$ cat config.mk
export PLATFORM = sky130hd
export DESIGN_NAME = mcs4_ram_array
export DESIGN_NICKNAME = d
export VERILOG_FILES = /design/src/rtl/mcs4_ram_array.sv
export SDC_FILE = /design/constraint.sdc
export NUM_CORES = 1
export LEC_CHECK = 0
export CELL_PAD_IN_SITES_DETAIL_PLACEMENT = 2
export CELL_PAD_IN_SITES_GLOBAL_PLACEMENT = 2
export CORE_MARGIN = 1
export CORE_UTILIZATION = 35
export DETAILED_ROUTE_END_ITERATION = 6
export DONT_BUFFER_PORTS = 1
export PLACE_DENSITY = 0.57
export SLEW_MARGIN = 10
export SYNTH_ARGS = -nofsm -noshare
export SYNTH_HDL_FRONTEND = slang
export SYNTH_SLANG_ARGS = --single-unit
$ cat constraint.sdc
create_clock -name clk -period 6.7 [get_ports clk]
set_input_delay 1.34 -clock clk [delete_from_list [all_inputs] [get_ports clk]]
set_output_delay 1.34 -clock clk [all_outputs]
set_load 0.01 [all_outputs]
$ cat src/rtl/mcs4_ram_array.sv
// Bank of 4002-class RAM chips behind one shared 4004 I/O command interface,
// with a post-reset clear sweep, registered read data and a read-valid strobe.
module mcs4_ram_array #(
    parameter int unsigned NCHIPS = 4,
    parameter int unsigned NREGS  = 4,
    parameter int unsigned NCHARS = 16,
    localparam int unsigned CW    = (NCHIPS > 1) ? $clog2(NCHIPS) : 1,
    localparam int unsigned RW    = (NREGS  > 1) ? $clog2(NREGS)  : 1,
    localparam int unsigned KW    = (NCHARS > 1) ? $clog2(NCHARS) : 1
) (
    input  logic                  clk,
    input  logic                  reset_n,
    input  logic [CW-1:0]         chip,
    input  logic [RW-1:0]         reg_sel,
    input  logic [KW-1:0]         char_sel,
    input  logic [3:0]            din,
    input  logic                  cs,
    input  logic [3:0]            opa,
    input  logic                  we,
    output logic [3:0]            dout,
    output logic                  rd_valid,
    output logic [4*NCHIPS-1:0]   port,
    output logic                  busy
);

    localparam int unsigned TOTAL = NCHIPS * NREGS * NCHARS;
    localparam int unsigned AW    = (TOTAL > 1) ? $clog2(TOTAL) : 1;

    typedef enum logic {
        CLEAR = 1'b0,
        IDLE  = 1'b1
    } state_t;

    state_t                state_q, state_d;
    logic [AW-1:0]         cnt_q, cnt_d;
    logic [3:0]            dout_q, dout_d;
    logic                  rd_valid_q, rd_valid_d;
    logic [4*NCHIPS-1:0]   port_q, port_d;
    logic                  busy_q, busy_d;

    logic [3:0]            mem_q  [NCHIPS][NREGS][NCHARS];
    logic [3:0]            stat_q [NCHIPS][NREGS][4];

    // Shared write port: the clear sweep and CPU writes never coincide.
    logic                  w_en_c;
    logic [CW-1:0]         w_chip_c;
    logic [RW-1:0]         w_reg_c;
    logic [KW-1:0]         w_char_c;
    logic [3:0]            w_data_c;
    logic [3:0]            s_mask_c;

    // State and output registers; reset wins over everything.
    always_ff @(posedge clk) begin
        if (!reset_n) begin
            state_q    <= CLEAR;
            cnt_q      <= '0;
            dout_q     <= 4'h0;
            rd_valid_q <= 1'b0;
            port_q     <= '0;
            busy_q     <= 1'b1;
        end else begin
            state_q    <= state_d;
            cnt_q      <= cnt_d;
            dout_q     <= dout_d;
            rd_valid_q <= rd_valid_d;
            port_q     <= port_d;
            busy_q     <= busy_d;
        end
    end

    // Next state, command decode and write-port steering.
    always_comb begin
        state_d    = state_q;
        cnt_d      = cnt_q;
        dout_d     = dout_q;
        rd_valid_d = 1'b0;
        port_d     = port_q;
        busy_d     = busy_q;
        w_en_c     = 1'b0;
        w_chip_c   = chip;
        w_reg_c    = reg_sel;
        w_char_c   = char_sel;
        w_data_c   = din;
        s_mask_c   = 4'h0;

        case (state_q)
            CLEAR: begin
                w_en_c   = 1'b1;
                s_mask_c = 4'hF;
                w_data_c = 4'h0;
                w_chip_c = CW'(32'(cnt_q) / (NREGS * NCHARS));
                w_reg_c  = RW'((32'(cnt_q) / NCHARS) % NREGS);
                w_char_c = KW'(32'(cnt_q) % NCHARS);
                if (cnt_q == AW'(TOTAL - 1)) begin
                    state_d = IDLE;
                    busy_d  = 1'b0;
                end else begin
                    cnt_d = cnt_q + AW'(1);
                end
            end
            IDLE: begin
                if (cs) begin
                    case (opa)
                        4'h0: w_en_c = we;
                        4'h1: begin
                            if (we) begin
                                for (int n = 0; n < NCHIPS; n++) begin
                                    if (chip == CW'(n)) port_d[4*n +: 4] = din;
                                end
                            end
                        end
                        4'h4, 4'h5, 4'h6, 4'h7: begin
                            if (we) s_mask_c[opa[1:0]] = 1'b1;
                        end
                        4'h8, 4'h9, 4'hB: begin
                            dout_d     = mem_q[chip][reg_sel][char_sel];
                            rd_valid_d = 1'b1;
                        end
                        4'hC, 4'hD, 4'hE, 4'hF: begin
                            dout_d     = stat_q[chip][reg_sel][opa[1:0]];
                            rd_valid_d = 1'b1;
                        end
                        default: ;
                    endcase
                end
            end
            default: state_d = CLEAR;
        endcase
    end

    // Storage arrays carry no reset; the clear sweep initialises them.
    always_ff @(posedge clk) begin
        if (reset_n) begin
            if (w_en_c) mem_q[w_chip_c][w_reg_c][w_char_c] <= w_data_c;
            for (int j = 0; j < 4; j++) begin
                if (s_mask_c[j]) stat_q[w_chip_c][w_reg_c][2'(j)] <= w_data_c;
            end
        end
    end

    assign dout     = dout_q;
    assign rd_valid = rd_valid_q;
    assign port     = port_q;
    assign busy     = busy_q;

endmodule

==> flow_metrics.tcl, run 1 <==
set metrics [dict create \
    fin_crit_ns 4.30 \
    path_max_fanout 232 \
    p_leak_uw 0.0174 \
    cp_slowest_cell "inv_1" \
    clock_latency_ns 0.75 \
    crit_path_frequent_cell "buf_4" \
    cts.sinks 1183 \
    routed_wl_mm 145 \
    root_buffer "clkbuf_16" \
    port_buffers 0 \
    postCtsHoldBufs 0 \
    rsz0062_at_grt "false" \
    clkTransAtPathRegs_ns 0.06 \
    syn-num-nets 2571 \
    core_area_mm2 0.134 \
    die_area_mm2 0.137 \
    crit_path_end_kind "flip-flop" \
    dp.final_hpwl_mm 87.1 \
    max_freq_mhz 232 \
    cts_resized 0 \
    synth_seq_cells 1183 \
    report.final.slew_viol_count 0 \
    synth_area_mm2 0.0474 \
    post-synth-top-count-cell "edfxtp_1" \
    vias 24700 \
    max_stage_delay_ns 0.66 \
    first_pass_iters 5 \
    finalSetupViolations 0 \
    synth_top_cell_by_area "edfxtp_1" \
    cap_violations 0 \
    netlist_instances 2550 \
    grt_max_degree 339 \
    power_density_mw_per_mm2 289 \
    grt_antenna_before_repair 2 \
    yosys.area.top_type_share 0.730 \
    crit_required_ns 7.07 \
    first_global_vias 26900 \
    post_dp_cell_area_mm2 0.0492 \
    drc 0 \
    fin_util 0.398 \
    numCtsBuffers 136 \
    synth_common_cells "edfxtp_1, nor2_1, mux4_2" \
    drive_above_1_share 0.196 \
    path_cells "inv_1 > buf_4 > a31oi_4 > buf_4 > buf_4 > nor2_1" \
    worst_clock_skew_ns 0.0302 \
    routabilityCongestion 0.788 \
    path_buf_inv 4 \
    cts_tree "built" \
    drt_first_iter_violations 2157 \
    path_depth 6 \
    cts_buffer_depth 3 \
    worstHoldPathCells 2 \
    tightest_slew_ns 1.21 \
    synth_enable_flop_cells 1152 \
    viasPerCell 5.54 \
    post_cts_buffers 0 \
    synthArstFlopShare 0 \
    max_slew_margin 0.190 \
    die-height_um 370 \
    status "finished, final reports clean" \
    tns_ns 0 \
    drt-wirelength-per-cell_um 32.6 \
    ys_seq_area_frac 0.743 \
    nets 2600 \
    ir_drop_v 0.000201 \
    hold_viol_final 0 \
    fin_area_mm2 0.0533 \
    critPathTopFamily "buffers and inverters" \
    start_kind "input pin" \
    row_count 134 \
    hold_class "flip-flop to flip-flop" \
    grt_util_all_layers 0.215 \
    grt_overflow_total 0 \
    synth_flop_cell "edfxtp_1" \
    synth_warnings 0 \
    ioPinCount 42 \
    timing.final.crit_share 0.642 \
    grt_pass1_wl_mm 209 \
    drt.antenna.violating_nets 0 \
    yosys-top-cells-area "edfxtp_1, mux4_2, nor2_1, mux2i_1, dfxtp_1" \
    syn_to_final_growth_pct 12.3 \
    postSynthAreaPerCell_um2 18.6 \
    htreeDepth 4 \
    die_w_um 370 \
    start_util 0.354 \
    yosysUniqueCellTypes 69 \
    path_class "input pin to flip-flop" \
    worst_r2r_path_depth 7 \
    arrival_ns 4.68 \
]
metal layers:
| layer | GRT usage | part of all wire | vias up |
|---|---|---|---|
| li1 | - | - | 10400 |
| met1 | 0.293 | 0.44 | 13500 |
| met2 | 0.357 | 0.49 | 585 |
| met3 | 0.0337 | 0.046 | 170 |
| met4 | 0.0578 | 0.020 | 0 |
| met5 | 0 | 0 | - |
placed cells by master (no fill, tap or decap), drive strengths merged, types with 5 or more instances in the layout:
master	count
mux4	256
o2111ai	6
nor3b	5
mux2i	101
buf	45
nor2	338
nand2	117
a22o	5
clkbuf	171
nor2b	33
a21oi	34
o21ai	32
and2	15
xnor2	5
nand2b	6
clkinv	62
edfxtp	1152
nor3	16
mux2	22
nand3	28
o211ai	13
nand4	13
o221ai	7
o22ai	22
dfxtp	31
inv	7
a22oi	49
a31oi	16
a221oi	10
tightest hold or removal path: stages, from the launching register on:
cell and delay [ns]:
dfxtp_1 0.34, mux2i_1 0.14, nor2b_1 0.06
registers in the layout (all words and copies together) (netlist names):
name / cells
busy: 1
cnt_q: 8
dout: 4
mem_q: 1024
port: 16
rd_valid: 1
stat_q: 128
state_q: 1
cell families after synthesis:
logic type               Yosys count  share of synthesized area
buffers and inverters            161                     0.0202
AO/OA/AOI/OAI                    229                     0.0339
AND/OR/NAND/NOR                  591                     0.0536
flip-flops                      1183                      0.743
XOR/XNOR                           6                    0.00111
multiplexers                     379                      0.148
adder cells (fa/ha/maj)            1                   0.000264
worst paths after layout:
path | from | end | slack [ns]
worst max-delay path | chip[0] | mem_q[0][189] | 2.40
worst max register to register | state_q | mem_q[3][64] | 2.88
worst min register to register | port[5] | port[5] | 0.58
worst min-delay path | port[5] | port[5] | 0.58
area by class of cell:
class,instances,area [um2]
fillers,12500,80700
flip-flops and latches,1183,35200
multi-input cells,1206,11300
clock buffers,171,3650
well taps,1768,2210
clock inverters,68,418
repair buffers,45,388
inverters,7,26.3
diodes,4,10.0
per-stage QoR:
stage / std cells / setup slack (ns) / total power [uW] / hold slack [ns]
2_1_floorplan: 2550 / 0.769 / 8560 / 0.479
3_3_place_gp: 4209 / 2.24 / 8620 / 0.558
3_5_place_dp: 4209 / 2.12 / 8620 / 0.577
4_1_cts: 4448 / 2.87 / 15500 / 0.585
5_1_grt: 4448 / 2.59 / 15800 / 0.598
6_report: 4452 / 2.40 / 15400 / 0.577
power breakdown:
part	leakage, uW	internal, uW	total (uW)	switching, uW
combinational	0.00374	220	465	244
clock	0.00200	3980	6900	2920
sequential	0.0117	8000	8010	4.56
total	0.0174	12200	15400	3170
No activity file was read; power rests on OpenSTA's default activity.
==> inputs of run 2 (changes only) <==
==> constraint.sdc (replaced) <==
create_clock -name clk -period 4.3 [get_ports clk]
set_input_delay 0.86 -clock clk [delete_from_list [all_inputs] [get_ports clk]]
set_output_delay 0.86 -clock clk [all_outputs]
set_load 0.01 [all_outputs]
==> run 2 against run 1 <==
  * The flow now finishes with violations (slew limit)
  * Via count up 0.44%
  * Clock power up 62%
  * Sequential power increased by 56%
  * Combinational power is 59% higher
  * Largest power group unchanged
  * Sequential share of layout area fell by 0.66 points
==> flow_metrics.tcl, run 2 (synthesized netlist as in run 1, its figures left out) <==
set metrics [dict create \
    status "finished with violations" \
    violations "slew limit" \
    crit_path_frequent_cell "o21ai_1" \
    cts_buffer_depth 3 \
    final_common_cell "edfxtp_1" \
    tns_ns 0 \
    crit_path_end_kind "flip-flop" \
    path_class "input pin to flip-flop" \
    start_util 0.354 \
    drt_first_iter_violations 2333 \
    finalSetupViolations 0 \
    syn_to_final_growth_pct 13.4 \
    regMostFlops "mem_q" \
    p_leak_uw 0.0177 \
    grt_max_degree 339 \
    power.share.sequential 0.511 \
    start_kind "input pin" \
    drt.antenna.violating_nets 0 \
    combPwrFrac 0.030 \
    viasPerCell 5.53 \
    first_global_vias 26900 \
    cap_violations 0 \
    numCtsBuffers 134 \
    max_stage_delay_ns 0.92 \
    rsz0062_at_grt "false" \
    clkTransAtPathRegs_ns 0.06 \
    report.final.slew_viol_count 53 \
    ir_drop_v 0.000351 \
    die_area_mm2 0.137 \
    post_cts_buffers 0 \
    cts_tree "built" \
    die_w_um 370 \
    clockPowerShare 0.459 \
    diodes 0 \
    critPathTopFamily "compound AO/OA/AOI/OAI gates" \
    core_area_mm2 0.134 \
    fillers 12500 \
    p_int_uw 19300 \
    arrival_ns 4.45 \
    dp.final_hpwl_mm 89.7 \
    swShare 0.208 \
    layout_common_cells "edfxtp_1, nor2_1, mux4_2" \
    grt_pass1_wl_mm 210 \
    hold_viol_final 0 \
    largest_register_ff_count 1024 \
    cp_slowest_cell "nand2b_1" \
    vias 24800 \
    drive_above_1_share 0.207 \
    cts_resized 0 \
    port_buffers 0 \
    post_dp_cell_area_mm2 0.0496 \
    fin_crit_ns 3.82 \
    max_freq_mhz 262 \
    htreeDepth 4 \
    grt_overflow_total 0 \
    root_buffer "clkbuf_16" \
    drt-wirelength-per-cell_um 32.6 \
    crit_required_ns 4.93 \
    power_density_mw_per_mm2 454 \
    grt_antenna_before_repair 4 \
    grt_util_all_layers 0.216 \
    routed_wl_mm 146 \
    switching_power_uw 5070 \
    path_cells "nand2b_1 > a2111oi_0 > nor4_1 > a31oi_1 > o21ai_1 > a222oi_1 > o21ai_1" \
    postCtsHoldBufs 0 \
    hold_class "input pin to flip-flop" \
    clock_latency_ns 0.75 \
    row_count 134 \
    path_buf_inv 0 \
    fin_area_mm2 0.0538 \
    die-height_um 370 \
    cts.sinks 1183 \
    routabilityCongestion 0.798 \
    drc 0 \
    timing.final.crit_share 0.888 \
    ioPinCount 42 \
    first_pass_iters 5 \
    worst_clock_skew_ns 0.0209 \
    nets 2628 \
    path_max_fanout 232 \
    placedCellCount 4239 \
    stdcell_count 4477 \
    tightest_slew_ns 1.59 \
    max_slew_margin -0.0573 \
]
-- run 2: changes by cell type in the layout (fill, tap and decap cells not counted), sizes merged --
cell | previous run | this run
diode | 4 | 0
bufinv | 4 | 10
clkinv | 62 | 48
inv | 7 | 15
buf | 45 | 75
clkinvlp | 2 | 1
-- run 2: routing by layer --
layer  routed length [um]  vias to the layer above  global-route usage
li1                     -                    10400                   -
met1                64000                    13600               0.294
met2                72200                      603               0.359
met3                 6680                      168              0.0351
met4                 3050                        2              0.0562
met5                   13                        -                   0
-- run 2: power by group through the flow --
stage,clock network (uW),logic (uW),registers (uW)
final,11200,741,12500
after global routing,11800,758,12500
after CTS,11400,737,12500
after detailed placement,0,731,12700
after global placement,0,729,12700
after floorplan,0,625,12700
-- run 2: worst paths after layout --
kind	from	endpoint	slack [ns]	cells past startpoint
setup / recovery	chip[0]	dout[2]	0.48	7
hold / removal	reset_n	busy	0.19	1
setup reg to reg	state_q	mem_q[3][67]	1.26	6
hold reg to reg	port[15]	port[15]	0.57	2
-- run 2: area by class of cell --
cell class                      count  area, um2  area share
Tap cell                         1768       2210      0.0411
Inverter                            7       26.3    0.000488
Clock inverter                     67        622      0.0116
Timing Repair Buffer               75        776      0.0144
Clock buffer                      171       3610      0.0670
Multi-Input combinational cell   1206      11300       0.211
Sequential cell                  1183      35200       0.655
-- run 2: through the flow --
step / util / total power [uW] / setup WS, ns / hold WS (ns)
floorplan: - / 13300 / 0.895 / 0.479
global placement: 0.370 / 13400 / 0.608 / 0.556
detailed placement: 0.370 / 13400 / 0.601 / 0.566
CTS: 0.402 / 24700 / 1.28 / 0.119
global route: 0.402 / 25100 / 0.524 / 0.160
finish: 0.402 / 24400 / 0.481 / 0.185
